**config.mk**
```make
export PLATFORM = sky130hd
export DESIGN_NAME = mem_arbiter
export DESIGN_NICKNAME = d
export VERILOG_FILES = /design/src/rtl/mem_arbiter_pkg.sv /design/src/rtl/mem_arbiter_pick.sv /design/src/rtl/mem_arbiter.sv
export SDC_FILE = /design/constraint.sdc
export NUM_CORES = 1
export LEC_CHECK = 0
export ABC_AREA = 1
export CAP_MARGIN = 30
export CORE_MARGIN = 5
export CORE_UTILIZATION = 31
export CTS_CLUSTER_DIAMETER = 100
export DETAILED_ROUTE_END_ITERATION = 6
export GPL_TIMING_DRIVEN = 0
export PLACE_DENSITY = 0.76
export SLEW_MARGIN = 20
export SYNTH_ARGS = -nofsm -noshare
export SYNTH_HDL_FRONTEND = slang
export SYNTH_SLANG_ARGS = --single-unit
```
**constraint.sdc**
```tcl
create_clock -name clk -period 1.7 [get_ports clk]
set_input_delay 0.425 -clock clk [delete_from_list [all_inputs] [get_ports clk]]
set_output_delay 0.425 -clock clk [all_outputs]
set_load 0.03 [all_outputs]
```
**src/rtl/mem_arbiter_pkg.sv**
```systemverilog
// Shared widths, FSM/owner encodings and defaults for the IF/LS memory arbiter.
package mem_arbiter_pkg;

    localparam int unsigned AddrWidth          = 32;
    localparam int unsigned DataWidth          = 32;
    localparam int unsigned StrbWidth          = 4;
    localparam int unsigned StarveWidth        = 4;
    localparam int unsigned StarveLimitDefault = 4;

    typedef enum logic [1:0] {
        StIdle  = 2'd0,
        StIssue = 2'd1,
        StWait  = 2'd2
    } state_e;

    typedef enum logic {
        OwnerIf = 1'b0,
        OwnerLs = 1'b1
    } owner_e;

endpackage

```
**src/rtl/mem_arbiter_pick.sv**
```systemverilog
// Grant decision for the shared memory port: LS priority with an IF anti-starvation counter.
module arb_pick
    import mem_arbiter_pkg::*;
#(
    parameter int unsigned STARVE_LIMIT = StarveLimitDefault
) (
    input  logic clk,
    input  logic rst_n,
    input  logic idle,
    input  logic if_valid,
    input  logic ls_valid,
    output logic grant_if,
    output logic grant_ls
);

    localparam logic [StarveWidth-1:0] Limit = StarveWidth'(STARVE_LIMIT);

    logic [StarveWidth-1:0] starve_q, starve_d;
    logic                   if_wins;

    always_comb begin
        if_wins  = if_valid && (!ls_valid || (starve_q == Limit));
        grant_if = idle && if_wins;
        grant_ls = idle && ls_valid && !if_wins;

        starve_d = starve_q;
        if (grant_if) begin
            starve_d = '0;
        end else if (grant_ls && if_valid && (starve_q != Limit)) begin
            // Only LS grants that actually bypass a waiting fetch count as starvation.
            starve_d = starve_q + 1'b1;
        end
    end

    always_ff @(posedge clk or negedge rst_n) begin
        if (!rst_n) begin
            starve_q <= '0;
        end else begin
            starve_q <= starve_d;
        end
    end

endmodule

```
**src/rtl/mem_arbiter.sv**
```systemverilog
// Arbitrates instruction-fetch and load/store masters onto one memory port, one
// transaction outstanding, with responses routed back to the owning master.
module mem_arbiter
    import mem_arbiter_pkg::*;
#(
    parameter int unsigned STARVE_LIMIT = StarveLimitDefault
) (
    input  logic                 clk,
    input  logic                 rst_n,

    input  logic                 if_req_valid_i,
    input  logic [AddrWidth-1:0] if_req_addr_i,
    output logic                 if_req_ready_o,
    output logic                 if_rsp_valid_o,
    output logic [DataWidth-1:0] if_rsp_data_o,

    input  logic                 ls_req_valid_i,
    input  logic [AddrWidth-1:0] ls_req_addr_i,
    input  logic                 ls_req_we_i,
    input  logic [StrbWidth-1:0] ls_req_wstrb_i,
    input  logic [DataWidth-1:0] ls_req_wdata_i,
    output logic                 ls_req_ready_o,
    output logic                 ls_rsp_valid_o,
    output logic [DataWidth-1:0] ls_rsp_data_o,

    output logic                 mem_req_valid_o,
    output logic [AddrWidth-1:0] mem_req_addr_o,
    output logic                 mem_req_we_o,
    output logic [StrbWidth-1:0] mem_req_wstrb_o,
    output logic [DataWidth-1:0] mem_req_wdata_o,
    input  logic                 mem_req_ready_i,
    input  logic                 mem_rsp_valid_i,
    input  logic [DataWidth-1:0] mem_rsp_data_i
);

    state_e                 state_q, state_d;
    owner_e                 owner_q, owner_d;
    logic [AddrWidth-1:0]   addr_q, addr_d;
    logic                   we_q, we_d;
    logic [StrbWidth-1:0]   wstrb_q, wstrb_d;
    logic [DataWidth-1:0]   wdata_q, wdata_d;

    logic idle;
    logic active;
    logic grant_if;
    logic grant_ls;

    // Gating with rst_n keeps the combinational readies low while reset is held.
    assign idle   = rst_n && (state_q == StIdle);
    assign active = (state_q == StIssue) || (state_q == StWait);

    arb_pick #(
        .STARVE_LIMIT(STARVE_LIMIT)
    ) u_arb_pick (
        .clk      (clk),
        .rst_n    (rst_n),
        .idle     (idle),
        .if_valid (if_req_valid_i),
        .ls_valid (ls_req_valid_i),
        .grant_if (grant_if),
        .grant_ls (grant_ls)
    );

    always_comb begin
        state_d = state_q;
        owner_d = owner_q;
        addr_d  = addr_q;
        we_d    = we_q;
        wstrb_d = wstrb_q;
        wdata_d = wdata_q;

        mem_req_valid_o = 1'b0;

        unique case (state_q)
            StIdle: begin
                if (grant_ls) begin
                    owner_d = OwnerLs;
                    addr_d  = ls_req_addr_i;
                    we_d    = ls_req_we_i;
                    wstrb_d = ls_req_wstrb_i;
                    wdata_d = ls_req_wdata_i;
                    state_d = StIssue;
                end else if (grant_if) begin
                    owner_d = OwnerIf;
                    addr_d  = if_req_addr_i;
                    we_d    = 1'b0;
                    wstrb_d = '0;
                    wdata_d = '0;
                    state_d = StIssue;
                end
            end
            StIssue: begin
                mem_req_valid_o = 1'b1;
                if (mem_req_ready_i) begin
                    state_d = mem_rsp_valid_i ? StIdle : StWait;
                end
            end
            StWait: begin
                if (mem_rsp_valid_i) begin
                    state_d = StIdle;
                end
            end
            default: begin
                state_d = StIdle;
            end
        endcase
    end

    always_comb begin
        if_req_ready_o  = grant_if;
        ls_req_ready_o  = grant_ls;

        mem_req_addr_o  = addr_q;
        mem_req_we_o    = we_q;
        mem_req_wstrb_o = wstrb_q;
        mem_req_wdata_o = wdata_q;

        if_rsp_valid_o  = 1'b0;
        if_rsp_data_o   = '0;
        ls_rsp_valid_o  = 1'b0;
        ls_rsp_data_o   = '0;

        if (active) begin
            if (owner_q == OwnerIf) begin
                if_rsp_valid_o = mem_rsp_valid_i;
                if_rsp_data_o  = mem_rsp_data_i;
            end else begin
                ls_rsp_valid_o = mem_rsp_valid_i;
                ls_rsp_data_o  = mem_rsp_data_i;
            end
        end
    end

    always_ff @(posedge clk or negedge rst_n) begin
        if (!rst_n) begin
            state_q <= StIdle;
            owner_q <= OwnerIf;
            addr_q  <= '0;
            we_q    <= 1'b0;
            wstrb_q <= '0;
            wdata_q <= '0;
        end else begin
            state_q <= state_d;
            owner_q <= owner_d;
            addr_q  <= addr_d;
            we_q    <= we_d;
            wstrb_q <= wstrb_d;
            wdata_q <= wdata_d;
        end
    end

endmodule

```
Word-level counts from Yosys, hierarchy flattened:

Index checks and enable logic that the tools add are counted.

* add/subtract/negate cells: 1
* equal/unequal tests: 7
* multiplexer cells: 26
* reductions and logical operators: 16

Operators by type and width (count)
* $mux 32: 8
* $mux 4: 4
* $mux 2: 5
* $mux 1: 8
* $logic_and 1x1->1: 7
* $pmux 2 s3: 1
* $add 4x1->4 const B: 1
* $eq 4x3->1 const B: 1
* $ne 2x2->1 const B: 2
* $ne 4x3->1 const B: 1
* $reduce_bool 2->1: 2
* $ne 3x3->1 const B: 1
* $reduce_and 3->1: 1
* $eq 2x1->1 const B: 1
* $eq 2x2->1 const B: 1
* $logic_not 1->1: 2
* $logic_not 2->1: 1
* $logic_or 1x1->1: 2
* $reduce_and 2->1: 1

* flip-flop bits (word level): 76
* input bits: 139
* output and inout port bits: 138

Logic depth before layout (Yosys ltp):

* depth after elaboration: 9
* gate-level depth with buffers: 10
* depth with buffers taken out: 9

Modules after synthesis:

From an unflattened synthesis, not the netlist that was laid out.

* cells, all modules: 571
* area, all modules: 3932.5 µm²

Modules (own cells, without submodules)
* mem_arbiter: times used 1, cells an instance 534, area each 3669.8 µm², seq. area each 1801.7 µm²
* arb_pick: times used 1, cells an instance 37, area each 262.8 µm², seq. area each 100.1 µm²

Worst setup path after synthesis:

No wires, ideal clock.

* kind: register -> output
* start point: register state_q[0]
* end point: output if_rsp_data_o[10]
* arrival: 1435 ps
* data required time: 1275 ps
* path slack: -160 ps
* stages on the path, launching flop included: 6
* path through: dfrtp_1 -> inv_1 -> ha_1 -> nand2_1 -> clkbuf_1 -> nor2_1

* longest elaborated chain between the ends: 3

Ends and longest elaborated chain
* start, declared: line mem_arbiter.sv:36 `state_e state_q, state_d;`
* start signal, assigned: line mem_arbiter.sv:136 `state_q <= StIdle;`
* start signal, assigned: line mem_arbiter.sv:143 `state_q <= state_d;`
* $eq 2x1->1 / $eq 2x2->1 (equally long branches): line mem_arbiter.sv:50 `assign active = (state_q == StIssue) || (state_q == StWait);`
* $logic_or 1x1->1 *: line mem_arbiter.sv:50
* $mux 32 *: line mem_arbiter.sv:123 `if (active) begin`
* end, declared: line mem_arbiter.sv:15 `output logic [DataWidth-1:0] if_rsp_data_o,`

Every way passes the cells marked *; elsewhere a longest branch is shown, timed or not.

Worst setup path in the final report:

* start point: register state_q[1]
* end point: output ls_rsp_data_o[22]

* longest elaborated chain between the ends: 3

Ends and longest elaborated chain
* $eq 2x1->1 / $eq 2x2->1 (equally long branches): line mem_arbiter.sv:50
* $logic_or 1x1->1 *: line mem_arbiter.sv:50
* $mux 32 *: line mem_arbiter.sv:123
* end, declared: line mem_arbiter.sv:24 `output logic [DataWidth-1:0] ls_rsp_data_o,`

Marked as above.

==> metrics.md <==
| Metric | Value |
|---|---|
| GRT Total Usage | between 20% and 30% |
| Clk buf depth | 2 |
| Cell Area, Synth | ~3800 µm² |
| Clock Skew | 0.00584 ns |
| Die height | around 120 µm |
| First-pass GRT wire length | between 20 and 30 mm |
| Clock root buffer | clkbuf_16 |
| Fill cells | a little over 1000 |
| Core area | 12000 µm² |
| Distinct cells, synth | 18 |
| Final worst slack | -0.331 ns |
| Crit path time final | roughly 2.0 ns |
| GRT overflow | 0 |
| Mapped Avg Cell Area | roughly 7.5 µm² |
| Flop-to-flop setup slack | approximately 0.060 ns |
| Crit-path max FO | 10 |
| RSZ-0062 raised after global routing | yes |
| Drt via density | ~4.8 |
| Worst Reg-to-Reg Cells | 12 |
| Total number of vias | about 4600 |
| Hold Crit Class | in2async |
| Critical path capture point type | output port |
| Pre-CTS WS | -1.43 ns |
| Crit share post-route | 119% |
| GR peak layer | met2 |
| Max-slew headroom | between 70% and 80% |
| Die X | ~120 µm |
| CP Data Arrival Time | 1.61 ns |
| Largest net degree at the start of global routing | 36 |
| WL final | approximately 17 mm |
| Boundary Pins | approximately 280 |
| Share of cells above drive strength 1 | between 20 and 30% |
| Req. time, crit path | 1.27 ns |
| WL/cell | 17.4 µm |
| Row count | 40 |
| DRC | 0 |
| LEAKAGE | 3.88 nW |
| Iter 0 DRT Violations | between 100 and 150 |
| Final Hold Fails | 0 |
| Port Buffers | 276 |
| Initial antenna violation count | 7 |
| Critical path class | reg2out |
| FF+latch count, synth | between 70 and 80 |
| TritonCTS clock tree | built |
| Clock Latency Late Sink | between 0.3 and 0.4 ns |
| H-tree depth | 3 |
| CTS buffer count | 9 |
| Met3 usage | roughly 4.9% |
| Vias in the first global route | ~4900 |
| Synth Instances | approximately 500 |
| PD cells | 1950 nW/µm² |
| Clock slew at reported path FFs | about 0.060 ns |
| Status | complete, but fails checks |
| Max Freq | between 400 and 500 MHz |
| RePlAce Congestion | 0.897 |
| Clk sink count | 76 |
| Met2 Use GR | 41.1% |
| Initial core utilization | around a third |
| Die footprint | 14400 µm² |
| Met1 usage | 23.4% |
| Slew @ Worst Pin | 0.446 ns |
| Remaining antenna violation count | 0 |
| Dpl hpwl | about 13 mm |
| Violated checks | setup timing |
| Post-Syn Nets | between 600 and 700 |
| Warnings, synthesis | 0 |
| Slew Limit Fails | 0 |
| FF-to-FF Start | state_q[1] |
| Initial DRT Pass Iterations | 4 |
| Min Hold Slack | approximately 0.016 ns |
| VDD IR max | a little over 1 mV |
| Final setup viols | 68 |
| Max cap viols | 0 |
| Nets | between 900 and 1000 |
| Startpoint types | register |
| Area Growth Syn to Fin | 103% |
| RR Endpoint | u_arb_pick.starve_q[3] |
| Seq/Total Area, Yosys | 50.6% |
layout by cell type (no fill, tap or decap), types with 9 or more instances in the layout:
| cell type | count |
|---|---|
| nand2_1 | 160 |
| dlygate4sd2_1 | 70 |
| nor2_2 | 54 |
| nor2_1 | 10 |
| nor2_4 | 9 |
| nand3_1 | 102 |
| buf_6 | 69 |
| inv_1 | 40 |
| clkbuf_16 | 15 |
| buf_4 | 18 |
| clkdlybuf4s50_1 | 135 |
| dfrtp_1 | 76 |
registers in the layout, indices dropped and copies added (netlist names):
name	count
u_arb_pick.starve_q	4
mem_req_wdata_o	32
state_q	2
mem_req_wstrb_o	4
mem_req_addr_o	32
owner_q	1
mem_req_we_o	1
layout make-up:
type                            count  area (µm²)  area share (%)
Clock inverter                      4        26.3           0.345
Antenna cell                        7        17.5           0.230
Inverter                           47         179            2.35
Timing Repair Buffer              294        2960            38.9
Sequential cell                    76        1900            25.0
Clock buffer                       11         243            3.19
Multi-Input combinational cell    352        1810            23.8
Tap cell                          147         184            2.42
Buffer                             27         284            3.73
worst max-delay path by stage:
stage	slack, ns	start	endpoint	cells past startpoint
2_1_floorplan	-0.07	state_q[0]	if_rsp_data_o[10]	5
3_3_place_gp	-4.07	rst_n	ls_req_ready_o	7
3_5_place_dp	-1.43	rst_n	ls_req_ready_o	8
4_1_cts	-0.33	state_q[0]	if_rsp_data_o[6]	6
5_1_grt	-0.39	state_q[0]	ls_rsp_data_o[20]	6
6_report	-0.33	state_q[1]	ls_rsp_data_o[22]	6
logic make-up (layout without fill, tap and decap cells):
group,count (synthesis),count (layout),synth area share (%)
and+or+nand+nor,341,341,38.0
buffers and inverters,76,383,8.49
AOI/OAI and AO/OA,5,5,0.866
other,0,7,0
DFF,76,76,50.6
adders and majority gates,6,6,2.00
synthesized netlist by cell type:
cell type / count / area share [%]
nand3_1: 102 / 14
inv_2: 2 / 0.20
o21ai_0: 2 / 0.27
nand4_2: 1 / 0.33
nand2_1: 163 / 16
buf_2: 9 / 1.2
buf_6: 3 / 0.90
ha_1: 6 / 2.0
nand2_2: 2 / 0.33
nor2_4: 1 / 0.30
a21oi_2: 1 / 0.23
dfrtp_1: 76 / 51
o21ai_2: 1 / 0.23
a21oi_1: 1 / 0.13
inv_1: 45 / 4.5
clkbuf_1: 16 / 1.6
buf_1: 1 / 0.10
nor2_1: 72 / 7.2
worst max-delay path: stages, from the launching register on:
cell and delay (ns):
dfrtp_1 0.35, inv_2 0.07, ha_4 0.30, nand2_4 0.11, clkbuf_16 0.20, nor2_2 0.11, buf_6 0.14
per-layer routing:
metal,up-vias,routed length (µm)
li1,2185,-
met1,2126,5870
met2,231,8900
met3,43,1250
met4,0,813
met5,-,0
power by group:
| group | switching [mW] | internal (mW) |
|---|---|---|
| Sequential | 0.495 | 2.73 |
| Combinational | 6.05 | 3.78 |
| Clock | 0.753 | 1.02 |
| Total | 7.30 | 7.53 |
timing repair:
action,CTS,global route
endpoints found under the setup margin,214,125
pin swaps,6,3
gates cloned,1,0
hold endpoints to repair,35,0
setup buffers,10,5
hold buffers,1,0
resized for setup,593,30
through the flow:
step	utilization, %	setup TNS, ns	instance area (µm²)	cells	total power [mW]
final	63.6	-19.73	7610	965	14.8
after CTS	62.6	-19.98	7480	954	14.7
after floorplan	-	-4.05	3920	504	8.51
after global routing	63.6	-24.23	7610	965	15.6
after global placement	57.4	-486.73	6870	927	12.4
after detailed placement	57.6	-94.11	6880	928	12.6
Note: power is estimated with default switching activity, not from simulation.
